### src/rtl/spi_master_param_if.sv
// SPI master bundle: request/mode inputs, serial pins, received word and status.
// Ports: start/data_in/cpol/cpha/cs_sel/cs_hold/miso in; mosi/sck/cs_n/data_out/busy/new_data out.
// Latency/backpressure: none here; timing and busy/start handshake live in spi_master_param.
interface spi_master_param_if #(
   parameter int DATA_WIDTH = 8,
   parameter int NUM_CS     = 1,
   parameter int CS_W       = 1
) ();
   logic                  start;
   logic [DATA_WIDTH-1:0] data_in;
   logic                  cpol;
   logic                  cpha;
   logic [CS_W-1:0]       cs_sel;
   logic                  cs_hold;
   logic                  miso;
   logic                  mosi;
   logic                  sck;
   logic [NUM_CS-1:0]     cs_n;
   logic [DATA_WIDTH-1:0] data_out;
   logic                  busy;
   logic                  new_data;

   // master: the SPI engine itself
   modport master (
      input  start, data_in, cpol, cpha, cs_sel, cs_hold, miso,
      output mosi, sck, cs_n, data_out, busy, new_data
   );

   // slave: the controller/peripheral side driving requests and miso
   modport slave (
      output start, data_in, cpol, cpha, cs_sel, cs_hold, miso,
      input  mosi, sck, cs_n, data_out, busy, new_data
   );
endinterface

### src/rtl/spi_master_param.sv
// Parametrised SPI master, runtime CPOL/CPHA, MSB/LSB order, CS hold for bursts.
// Latency: busy high CLK_DIV*(2*DATA_WIDTH+2) cycles; new_data pulses as busy drops.
// Backpressure: start is only honoured in IDLE; requests while busy are dropped.
// Ports: clk, rst (async active-low), bus (master modport of spi_master_param_if).
module spi_master_param #(
   parameter int DATA_WIDTH = 8,
   parameter int CLK_DIV    = 2,
   parameter int NUM_CS     = 1,
   parameter int CS_W       = 1,
   parameter bit MSB_FIRST  = 1'b1
) (
   input logic                clk,
   input logic                rst,
   spi_master_param_if.master bus
);
   localparam int CNT_W  = (CLK_DIV > 1) ? $clog2(CLK_DIV) : 1;
   localparam int EDGES  = 2 * DATA_WIDTH;
   localparam int ECNT_W = $clog2(EDGES + 1);

   typedef enum logic [1:0] {IDLE, SETUP, SHIFT, HOLD} state_t;

   state_t                state;
   logic [CNT_W-1:0]      cnt;
   logic [ECNT_W-1:0]     ecnt;
   logic [DATA_WIDTH-1:0] tx;
   logic [DATA_WIDTH-1:0] rx;
   logic                  cpol_q;
   logic                  cpha_q;
   logic                  hold_q;
   logic                  cs_held;
   logic [CS_W-1:0]       cs_q;

   logic                  sck_r;
   logic                  mosi_r;
   logic                  busy_r;
   logic                  new_data_r;
   logic [NUM_CS-1:0]     cs_n_r;
   logic [DATA_WIDTH-1:0] data_out_r;

   assign bus.sck      = sck_r;
   assign bus.mosi     = mosi_r;
   assign bus.busy     = busy_r;
   assign bus.new_data = new_data_r;
   assign bus.cs_n     = cs_n_r;
   assign bus.data_out = data_out_r;

   function automatic logic [DATA_WIDTH-1:0] shift_tx(input logic [DATA_WIDTH-1:0] v);
      return MSB_FIRST ? {v[DATA_WIDTH-2:0], 1'b0} : {1'b0, v[DATA_WIDTH-1:1]};
   endfunction

   function automatic logic out_bit(input logic [DATA_WIDTH-1:0] v);
      return MSB_FIRST ? v[DATA_WIDTH-1] : v[0];
   endfunction

   function automatic logic [DATA_WIDTH-1:0] shift_rx(input logic [DATA_WIDTH-1:0] v,
                                                       input logic b);
      return MSB_FIRST ? {v[DATA_WIDTH-2:0], b} : {b, v[DATA_WIDTH-1:1]};
   endfunction

   // A held CS pins the slave for the whole burst, so cs_sel is not consulted then.
   logic [CS_W-1:0]   sel_idx;
   logic              sel_ok;
   logic              half_done;
   logic [ECNT_W-1:0] ecnt_nxt;
   logic              leading;
   logic              do_edge;

   assign sel_idx   = cs_held ? cs_q : bus.cs_sel;
   assign sel_ok    = cs_held || (32'(bus.cs_sel) < NUM_CS);
   assign half_done = (cnt == CNT_W'(CLK_DIV - 1));
   assign ecnt_nxt  = ecnt + 1'b1;
   assign leading   = ecnt_nxt[0];
   // SCK edges fall on the SETUP->SHIFT boundary and every half-period boundary
   // inside SHIFT until all 2*DATA_WIDTH edges are out; the last half-period then
   // sits at the idle level before HOLD.
   assign do_edge   = half_done &&
                      ((state == SETUP) || ((state == SHIFT) && (ecnt != ECNT_W'(EDGES))));

   always_ff @(posedge clk or negedge rst) begin
      if (!rst) begin
         state      <= IDLE;
         cnt        <= '0;
         ecnt       <= '0;
         tx         <= '0;
         rx         <= '0;
         cpol_q     <= 1'b0;
         cpha_q     <= 1'b0;
         hold_q     <= 1'b0;
         cs_held    <= 1'b0;
         cs_q       <= '0;
         sck_r      <= 1'b0;
         mosi_r     <= 1'b0;
         busy_r     <= 1'b0;
         new_data_r <= 1'b0;
         cs_n_r     <= '1;
         data_out_r <= '0;
      end else begin
         new_data_r <= 1'b0;
         if (state == IDLE) cnt <= '0;
         else               cnt <= half_done ? '0 : cnt + 1'b1;

         case (state)
            IDLE: begin
               sck_r <= cpol_q;
               if (bus.start && sel_ok) begin
                  cpol_q <= bus.cpol;
                  cpha_q <= bus.cpha;
                  hold_q <= bus.cs_hold;
                  cs_q   <= sel_idx;
                  sck_r  <= bus.cpol;
                  cs_n_r <= ~(NUM_CS'(1) << sel_idx);
                  busy_r <= 1'b1;
                  tx     <= bus.data_in;
                  rx     <= '0;
                  ecnt   <= '0;
                  // CPHA=0 needs the first bit on the wire for the whole SETUP.
                  if (!bus.cpha) mosi_r <= out_bit(bus.data_in);
                  state  <= SETUP;
               end
            end
            SETUP: if (half_done) state <= SHIFT;
            SHIFT: if (half_done && (ecnt == ECNT_W'(EDGES))) state <= HOLD;
            HOLD: begin
               if (half_done) begin
                  state      <= IDLE;
                  busy_r     <= 1'b0;
                  new_data_r <= 1'b1;
                  data_out_r <= rx;
                  cs_held    <= hold_q;
                  if (!hold_q) cs_n_r <= '1;
               end
            end
            default: state <= IDLE;
         endcase

         if (do_edge) begin
            sck_r <= ~sck_r;
            ecnt  <= ecnt_nxt;
            if (leading) begin
               if (cpha_q) begin
                  mosi_r <= out_bit(tx);
                  tx     <= shift_tx(tx);
               end else begin
                  rx <= shift_rx(rx, bus.miso);
               end
            end else begin
               if (cpha_q) begin
                  rx <= shift_rx(rx, bus.miso);
               end else if (ecnt_nxt != ECNT_W'(EDGES)) begin
                  // No update after the final trailing edge: the line just holds.
                  tx     <= shift_tx(tx);
                  mosi_r <= out_bit(shift_tx(tx));
               end
            end
         end
      end
   end
endmodule

### src/flat_wrapper.sv
// flat-port wrapper written by rule: the top's interface ports become plain ports
module spi_master_param_flat 
#(
   parameter int DATA_WIDTH = 8,
   parameter int CLK_DIV    = 2,
   parameter int NUM_CS     = 1,
   parameter int CS_W       = 1,
   parameter bit MSB_FIRST  = 1'b1
)
  (clk, rst, bus_start, bus_data_in, bus_cpol, bus_cpha, bus_cs_sel, bus_cs_hold, bus_miso, bus_mosi, bus_sck, bus_cs_n, bus_data_out, bus_busy, bus_new_data);
  spi_master_param_if #(.DATA_WIDTH(DATA_WIDTH), .NUM_CS(NUM_CS), .CS_W(CS_W)) bus_i ();
  input logic clk;
  input logic rst;
  input wire logic [$bits(bus_i.start)-1:0] bus_start;
  input wire logic [$bits(bus_i.data_in)-1:0] bus_data_in;
  input wire logic [$bits(bus_i.cpol)-1:0] bus_cpol;
  input wire logic [$bits(bus_i.cpha)-1:0] bus_cpha;
  input wire logic [$bits(bus_i.cs_sel)-1:0] bus_cs_sel;
  input wire logic [$bits(bus_i.cs_hold)-1:0] bus_cs_hold;
  input wire logic [$bits(bus_i.miso)-1:0] bus_miso;
  output wire logic [$bits(bus_i.mosi)-1:0] bus_mosi;
  output wire logic [$bits(bus_i.sck)-1:0] bus_sck;
  output wire logic [$bits(bus_i.cs_n)-1:0] bus_cs_n;
  output wire logic [$bits(bus_i.data_out)-1:0] bus_data_out;
  output wire logic [$bits(bus_i.busy)-1:0] bus_busy;
  output wire logic [$bits(bus_i.new_data)-1:0] bus_new_data;
  assign bus_i.start = bus_start;
  assign bus_i.data_in = bus_data_in;
  assign bus_i.cpol = bus_cpol;
  assign bus_i.cpha = bus_cpha;
  assign bus_i.cs_sel = bus_cs_sel;
  assign bus_i.cs_hold = bus_cs_hold;
  assign bus_i.miso = bus_miso;
  assign bus_mosi = bus_i.mosi;
  assign bus_sck = bus_i.sck;
  assign bus_cs_n = bus_i.cs_n;
  assign bus_data_out = bus_i.data_out;
  assign bus_busy = bus_i.busy;
  assign bus_new_data = bus_i.new_data;
  spi_master_param #(.DATA_WIDTH(DATA_WIDTH), .CLK_DIV(CLK_DIV), .NUM_CS(NUM_CS), .CS_W(CS_W), .MSB_FIRST(MSB_FIRST)) u_core (.clk(clk), .rst(rst), .bus(bus_i));
endmodule
### config.mk
export PLATFORM = sky130hd
export DESIGN_NAME = spi_master_param_flat
export DESIGN_NICKNAME = d
export VERILOG_FILES = /design/src/rtl/spi_master_param_if.sv /design/src/rtl/spi_master_param.sv /design/src/flat_wrapper.sv
export SDC_FILE = /design/constraint.sdc
export NUM_CORES = 1
export LEC_CHECK = 0
export BUFFER_PORTS_ARGS = -buffer_cell sky130_fd_sc_hd__buf_2
export CAP_MARGIN = 0
export CORE_MARGIN = 1.5
export CORE_UTILIZATION = 60
export DETAILED_ROUTE_END_ITERATION = 10
export PLACE_DENSITY = 0.94
export SLEW_MARGIN = 10
export SYNTH_ARGS = -nofsm -noshare
export SYNTH_HDL_FRONTEND = slang
export SYNTH_SLANG_ARGS = --single-unit
### constraint.sdc
create_clock -name clk -period 5.27 [get_ports clk]
set_input_delay 1.054 -clock clk [delete_from_list [all_inputs] [get_ports clk]]
set_output_delay 1.054 -clock clk [all_outputs]
set_load 0.02 [all_outputs]
==> metrics.txt <==
status=completed; Num CTS Buffers=5; Placed Area=2170 sq um; Top delay family on crit path=compound AO/OA/AOI/OAI gates; GRT overflow=0; post-route setup TNS=0 ns; Placeable Area=3130 sq um; Clk Latency, worst-skew pair=0.35 ns; critical path's slowest cell=dfrtp_1; Inst Count DP=267; Pleak=1.10 nW; Vias/cell=5.67; nets=253; Worst-Margin Slew=0.885 ns; routability-driven placement congestion ratio=0.833; met2 routed WL=1.88 mm; Mean Syn Cell Area=9.99 sq um; Tmin final=2.20 ns; worst vdd ir=312 uV; die area=3720 sq um; period utilisation layout=41.7%; Post-Layout Cell Count=274; Critical Path AT=2.47 ns; fillcell total=253; critical path, cell by cell=inv_1, ha_1, nor4bb_4, o21a_1, nor2_2, mux2_4, a211oi_2; wirelength, routed=3.86 mm; Power Density=581 nW/um^2; DP Wirelength=2.73 mm; M1 WL=1.76 mm; CTS tree=built; root buffer cell=clkbuf_4; Final Hold Viols=0; Max stage delay on crit path=0.52 ns; WP data required=5.55 ns; Antenna Violating Nets Remaining=0; RSZ-0062 raised after global routing=no; Final Cell Area=2220 sq um; Synth Instances=202; die height=61.0 um; share of layout cells above drive strength 1=23.0%; Initial Util=64.5%; Area Growth Syn to Fin=9.86%; register bit total from synthesis=42; CP Max Fanout=11; Yosys warning count=0; WS Path Type=flop to flop; top-count cell post-synth=nand2_1; DR pass1 iterations=4; Max clock buf depth=2; drt drc=0; ranking of synthesized cells by area=dfrtp_1, nand2_1, mux2_2; total number of vias=1554; Antenna diodes=0; post-synthesis sequential area ratio=52.1%; Relative slew margins=41.0%; met3 WL post-DR=174 um; Reg clk slew, reported paths=0.11 ns; crit end category=flop; Post-Syn Nets=225; crit path launch type=flop; number of max-cap violations=0; pin count of the biggest net entering global routing=43; Netlist cell types=38; number of placed I/O pins=29; TritonCTS Sinks=42; Post-CTS Resized=0; routed len/inst=14.1 um; hold_buf cts=0; synthesized cell area=2020 sq um; Top Layer Used=met4; Clock Skew=0.00750 ns; antenna violations before repair=0; Post-synth ARST share=100%; vias in the first global route=1548; top-area cell type share of the netlist area=50.8%; global-route wire length before repair=6.83 mm; fmax=455 MHz; EDFF count, synth=0; gr usage total=25.5%; Commonest cells post-synth=nand2_1, dfrtp_1, nor2_1, o21ai_0, mux2_2; largest area contributor in the synthesized netlist=dfrtp_1; Final Setup Violations=0; Post-CTS Repair Setup Buffers=0; port bufs=28; Worst Hold Class=flop to flop; DRT iter0 DRCs=95; Cell Rows=20; width of the die=61.0 um; Slew Limit Fails=0; Worst Path Buf+Inv=1; top flip-flop cell by instance count after synthesis=dfrtp_1; Core Util, Final=70.9%; H-tree level count=2
worst paths after layout:
path | slack (ns) | to | start | depth (start not counted)
min in group asynchronous | 0.81 | u_core.ecnt[2]$_DFFE_PN0P_ | rst | 1
max in group asynchronous | 3.90 | u_core.bus.data_out[2]$_DFFE_PN0P_ | rst | 1
setup / recovery | 3.07 | u_core.tx[7]$_DFF_PN0_ | u_core.ecnt[0]$_DFFE_PN0P_ | 7
hold reg to reg | 0.49 | u_core.bus.sck$_DFFE_PN0P_ | u_core.bus.sck$_DFFE_PN0P_ | 1
hold / removal | 0.49 | u_core.bus.sck$_DFFE_PN0P_ | u_core.bus.sck$_DFFE_PN0P_ | 1
setup reg to reg | 3.07 | u_core.tx[7]$_DFF_PN0_ | u_core.ecnt[0]$_DFFE_PN0P_ | 7
sequential cells by signal (all words and copies together) (netlist names):
signal               count
u_core.bus.busy          1
u_core.bus.cs_n          1
u_core.bus.data_out      8
u_core.bus.mosi          1
u_core.bus.new_data      1
u_core.bus.sck           1
u_core.cnt               1
u_core.cpha_q            1
u_core.cpol_q            1
u_core.cs_held           1
u_core.cs_q              1
u_core.ecnt              5
u_core.hold_q            1
u_core.rx                8
u_core.state             2
u_core.tx                8
cell usage in the layout, fill, tap and decap left out, drive strengths merged:
cell type and instances:
mux2i 2, o21bai 1, a21oi 4, nor4bb 1, mux2 11, and3 4
o21a 3, buf 29, a21o 1, nand4b 1, xnor2 1, o21ai 18
dfrtp 41, and2 3, a31oi 8, o32a 1, nand2b 2, dfstp 1
nand3 3, a211oi 1, inv 7, nor2 13, o31ai 4, nand2 51
a22o 1, ha 7, a211o 2, a311oi 1, o22ai 1, clkbuf 7
power breakdown:
part / internal, W / switching, W
sequential: 0.000462 / 0.000110
clock: 0.0000504 / 0.0000962
combinational: 0.000240 / 0.000330
total: 0.000752 / 0.000536
layer usage:
layer	GRT usage [%]	up-vias
met5	0	-
met4	10.6	0
met3	7.89	5
met2	40.6	38
met1	32.5	761
li1	-	750
logic make-up after synthesis:
| group | synth area share (%) |
|---|---|
| xor gates and xnor gates | 0.434 |
| and+or+nand+nor | 17.4 |
| buffers and inverters | 3.72 |
| adders and majority gates | 4.34 |
| DFF | 52.1 |
| AOI/OAI and AO/OA | 14.7 |
| muxes | 7.32 |
through the flow:
step | power [W] | setup WS [ns] | hold slack [ns]
floorplan | 0.00101 | 3.18 | 0.446
global placement | 0.00112 | 2.97 | 0.462
detailed placement | 0.00115 | 2.93 | 0.477
CTS | 0.00129 | 3.06 | 0.494
global route | 0.00141 | 2.85 | 0.526
finish | 0.00129 | 3.07 | 0.493
layout make-up:
class	count	area, sq um	share of cell area [%]
clock buffers	7	45.0	2.03
flip-flops and latches	42	1050	47.5
well taps	44	55.1	2.48
repair buffers	29	148	6.66
inverters	7	26.3	1.19
multi-input cells	145	891	40.2
(Power assumes the default switching activity.)
